`config.mk`:
```
export PLATFORM = sky130hd
export DESIGN_NAME = pipeline_hazard_controller
export DESIGN_NICKNAME = d
export VERILOG_FILES = /design/src/rtl/pipeline_hazard_controller.sv
export SDC_FILE = /design/constraint.sdc
export NUM_CORES = 1
export LEC_CHECK = 0
export BUFFER_PORTS_ARGS = -buffer_cell sky130_fd_sc_hd__buf_2
export CORE_UTILIZATION = 47
export CTS_BUF_LIST = sky130_fd_sc_hd__clkbuf_4 sky130_fd_sc_hd__clkbuf_8 sky130_fd_sc_hd__clkbuf_16
export DETAILED_ROUTE_END_ITERATION = 10
export PLACE_DENSITY = 0.78
export SLEW_MARGIN = 15
export SYNTH_ARGS = -nofsm -noshare
export SYNTH_HDL_FRONTEND = slang
export SYNTH_SLANG_ARGS = --single-unit
```
`constraint.sdc`:
```
create_clock -name clk -period 2.6 [get_ports clk]
set_clock_uncertainty 0.2 [all_clocks]
set_input_delay 0.52 -clock clk [delete_from_list [all_inputs] [get_ports clk]]
set_output_delay 0.52 -clock clk [all_outputs]
set_load 0.01 [all_outputs]
```
`src/rtl/pipeline_hazard_controller.sv`:
```
// Stall / bubble / flush sequencing for the five-stage pipeline.
// Covers the hazards the EX forwarding unit cannot hide (load-use and
// ID-resolved branches waiting on operands). It applies a global freeze while
// memory is busy and keeps saturating stall and flush cycle counters.
module pipeline_hazard_controller #(
  parameter int CNT_W = 16
) (
  input  logic             clk,
  input  logic             rst_n,
  input  logic [4:0]       ID_RegisterRs,
  input  logic [4:0]       ID_RegisterRt,
  input  logic             ID_UsesRt,
  input  logic             ID_IsBranch,
  input  logic             BranchTaken,
  input  logic             ID_ExMemRead,
  input  logic             ID_ExRegWrite,
  input  logic [4:0]       ID_ExRegisterRd,
  input  logic             Ex_MemMemRead,
  input  logic [4:0]       Ex_MemRegisterRd,
  input  logic             MemBusy,
  input  logic             PerfClear,
  output logic             PCWrite,
  output logic             IF_IDWrite,
  output logic             ID_ExBubble,
  output logic             IF_IDFlush,
  output logic             PipeFreeze,
  output logic [CNT_W-1:0] StallCount,
  output logic [CNT_W-1:0] FlushCount,
  output logic             DebugHold     // 1 while the FSM sits in HOLD1
);

  typedef enum logic {RUN = 1'b0, HOLD1 = 1'b1} stateT;

  localparam logic [CNT_W-1:0] CntMax = '1;

  stateT state;

  logic exMatch;
  logic memMatch;
  logic hazH2;
  logic hazH1;
  logic stallCycle;
  logic freeze;
  logic flushCycle;

  // A producer register matches if it is non-zero and feeds a source of ID.
  function automatic logic matchReg(input logic [4:0] r,
                                    input logic [4:0] rs,
                                    input logic [4:0] rt,
                                    input logic       usesRt);
    return (r != 5'd0) && ((r == rs) || (usesRt && (r == rt)));
  endfunction

  assign exMatch  = matchReg(ID_ExRegisterRd, ID_RegisterRs, ID_RegisterRt, ID_UsesRt);
  assign memMatch = matchReg(Ex_MemRegisterRd, ID_RegisterRs, ID_RegisterRt, ID_UsesRt);

  // Branch on a load still in EX needs two cycles; everything else needs one
  // and is simply re-evaluated on the following cycle.
  assign hazH2 = ID_IsBranch && ID_ExMemRead && exMatch;
  assign hazH1 = (ID_ExMemRead && exMatch)
               || (ID_IsBranch && ID_ExRegWrite && !ID_ExMemRead && exMatch)
               || (ID_IsBranch && Ex_MemMemRead && memMatch);

  assign freeze     = MemBusy;
  assign stallCycle = (state == HOLD1) || hazH2 || hazH1;
  // A stalled branch is not acted on; its outcome is re-sampled once ID moves.
  assign flushCycle = !freeze && !stallCycle && ID_IsBranch && BranchTaken;

  // Control outputs: reset forces a bubble, freeze overrides stall and flush.
  always_comb begin
    PCWrite     = 1'b0;
    IF_IDWrite  = 1'b0;
    ID_ExBubble = 1'b1;
    IF_IDFlush  = 1'b0;
    PipeFreeze  = 1'b0;
    if (rst_n) begin
      PipeFreeze  = freeze;
      PCWrite     = !freeze && !stallCycle;
      IF_IDWrite  = !freeze && !stallCycle;
      ID_ExBubble = !freeze && stallCycle;
      IF_IDFlush  = flushCycle;
    end
  end

  assign DebugHold = (state == HOLD1);

  // State register and saturating performance counters; both hold during freeze.
  always_ff @(posedge clk or negedge rst_n) begin
    if (!rst_n) begin
      state      <= RUN;
      StallCount <= '0;
      FlushCount <= '0;
    end else begin
      if (!freeze) begin
        case (state)
          RUN:     state <= hazH2 ? HOLD1 : RUN;
          HOLD1:   state <= RUN;
          default: state <= RUN;
        endcase
      end
      if (PerfClear) begin
        StallCount <= '0;
        FlushCount <= '0;
      end else begin
        if (!freeze && stallCycle && (StallCount != CntMax))
          StallCount <= StallCount + 1'b1;
        if (flushCycle && (FlushCount != CntMax))
          FlushCount <= FlushCount + 1'b1;
      end
    end
  end

endmodule
```
==> impl_metrics.toml <==
[clock_network]
clock-sinks = 33
cts_tree = "yes"
clock_path_buffers = 2
clk_latency_ps = 280
clkTransAtPathRegs_ps = 70
cts_max_level = 2
numCtsBuffers = 5
cts_root_buf = "clkbuf_8"

[route]
wl_per_cell_um = 14.59
drc = 0
via_per_inst = 5.719
dr_total_vias = 2402
route.antenna.remaining_nets = 0
first_pass_iters = 4
first_iter_violations = 181
routed_wl_mm = 6.127

[die]
rows = 25
initial_core_util_pct = 49.31
die_h_um = 72.86
coreArea_um2 = 4786
die_w_um = 72.86
die_area_um2 = 5308
io_pins = 68

[timing]
final-max-slew-violation-count = 0
setup_viol = 11
fmax_mhz = 363.0
slew_headroom_pct = 56.78
setup_ws_ps = -155.0
period_needed_ps = 2755
grt_setup_unrepaired = "true"
final-hold-violation-count = 0
worst_pin_slew_ps = 648.3
post-route-period-util_pct = 106.0

[worst_setup_path]
cp_max_fo = 3
critPathArrivalTime_ps = 2040
crit_type = "primary input to output port"
cp-start-kind = "primary input"
rr_worst_depth = 6
timing.rr.end = "FlushCount[15]"
required_ps = 1880
cp-end-kind = "output port"
r2r_slack_ps = 190
cp-startpoint = "Ex_MemRegisterRd[3]"
reg2reg_from = "FlushCount[7]"

[power_and_ir_drop]
p_leak_uw = 0.001477
irDropWorstVdd_uv = 232.7
finalPower_uw = 1245
powerDensity_nw_per_um2 = 390.3

[yosys]
synth_fp_nets = 290
yosysSeqAreaShare_pct = 34.99
synth.most_common_cell = "dfrtp_1"
async_flop_share_pct = 100.0
synthDistinctLibCells = 42
synth_edf_count = 0
ys_ff_latch = 33
yosysTopAreaCell = "dfrtp_1"
synth_top_area_share_pct = 34.99
netlist_instances = 258
syn_avg_cell_area_um2 = 9.146
ys_top_cells_by_count = "dfrtp_1, a21oi_1, nor2_1"
yosysWarnings = 0
yosys-top-cells-area = "dfrtp_1, xor2_1, o31ai_1, or4_1, mux2_1"
synth_ff_type = "dfrtp_1"
syn_area_um2 = 2360

[layout]
n_antenna_cell = 0
multi_input_area_um2 = 1500
final-seq-area_um2 = 825.8
drive_above_1_share_pct = 36.83
fillers = 382
fin_nets = 384
area_delta_synth_final_pct = 35.15

[run_status]
violations = "setup timing"
outcome = "finished, violations left"

[placement]
port_buffers = 67
dpl.hpwl_mm = 4.381
pre_cts_ws_ps = -174.1
gp_congestion = 0.9041

[global_route]
grt_usage_pct = 23.95
grt_overflow_total = 0
grt_max_degree = 38
antenna_found_initial = 0
grt_pass1_vias = 2241
grt_pass1_wl_mm = 9.860

[min_path]
hold_class = "primary input to async pin"

[flow_run]
cap_violations = 0
## cells in the final DEF, fill, tap and decap left out, types with 3 or more instances in the layout
master | synthesis | routed
o21ai_1 | 6 | 5
buf_6 | 2 | 5
nand4_1 | 4 | 4
and3_1 | 6 | 6
o21ai_0 | 3 | 3
nor3_1 | 10 | 8
mux2_1 | 11 | 11
xor2_1 | 18 | 17
a21oi_1 | 21 | 21
nor2_1 | 21 | 21
buf_4 | 2 | 32
dfrtp_1 | 33 | 33
buf_2 | 3 | 61
o31ai_1 | 17 | 17
clkbuf_8 | 0 | 6
or3_1 | 3 | 3
nor4_1 | 4 | 3
nand2_1 | 17 | 16
nor4_4 | 3 | 3
or4_1 | 17 | 16
nand3_1 | 14 | 14
nor2b_1 | 11 | 11
and2_1 | 3 | 3
## kinds of logic (layout without fill, tap and decap cells)
logic type               Yosys count  after routing  synth area share [%]
AO/OA/AOI/OAI                     56             56                 17.39
XOR/XNOR                          20             20                 7.423
adder cells (fa/ha/maj)            2              2                 1.060
buffers and inverters             16            111                 3.658
flip-flops                        33             33                 34.99
multiplexers                      11             11                 5.249
AND/OR/NAND/NOR                  120            120                 30.22
## final cells by class
class / instances / area share (%)
clock buffers: 7 / 2.825
flip-flops and latches: 33 / 25.89
multi-input cells: 209 / 47.04
well taps: 67 / 2.628
repair buffers: 101 / 20.44
inverters: 2 / 0.2354
clock inverters: 1 / 0.9415
## state kept, by name, summed over array words and instances, names as in the netlist
signal / cells
StallCount: 16
FlushCount: 16
DebugHold: 1
## worst max-delay path, stage by stage
cell	delay, ps
buf_6	110
xor2_2	160
nor4_2	380
a32oi_2	190
buf_4	170
o221a_4	260
o21ai_4	110
buf_2	130
## power by group
part           internal, uW  switching [uW]  total (uW)
Clock                   323             192         515
Combinational          95.6             117         213
Sequential              515            2.24         517
## how the worst max path moves through the flow
| stage | slack, ps | end | cells past startpoint |
|---|---|---|---|
| global route | -180 | IF_IDFlush | 9 |
| CTS | -70 | IF_IDWrite | 7 |
| floorplan | -20 | ID_ExBubble | 7 |
| detailed placement | -170 | StallCount[14] | 8 |
| finish | -160 | ID_ExBubble | 8 |
| global placement | -130 | IF_IDFlush | 9 |
## per-stage QoR
| step | utilization [%] | setup TNS (ps) | instance area (um^2) | instances | hold slack (ps) |
|---|---|---|---|---|---|
| 6_report | 66.64 | -714.9 | 3189 | 420 | 110.7 |
| 5_1_grt | 66.64 | -1310 | 3189 | 420 | 115.1 |
| 4_1_cts | 65.44 | -255.5 | 3132 | 418 | 106.4 |
| 3_5_place_dp | 61.80 | -3337 | 2958 | 406 | 256.0 |
| 3_3_place_gp | 61.80 | -2539 | 2958 | 406 | 253.0 |
| 2_1_floorplan | - | -27.58 | 2392 | 258 | 24.41 |
## per-layer routing
layer	track usage (%)	up-vias	part of all wire (%)
met5	0	-	0
met2	41.02	73	50
met3	4.696	8	4.3
met1	30.32	1171	44
met4	7.843	0	1.6
li1	-	1150	-
## what timing repair did
item	CTS	global route
gates cloned	0	0
pin swaps	0	5
hold endpoints to repair	10	0
hold buffers	1	0
endpoints found under the setup margin	4	4
gates resized for setup	4	9
buffers inserted	3	2
(Power assumes the default switching activity.)
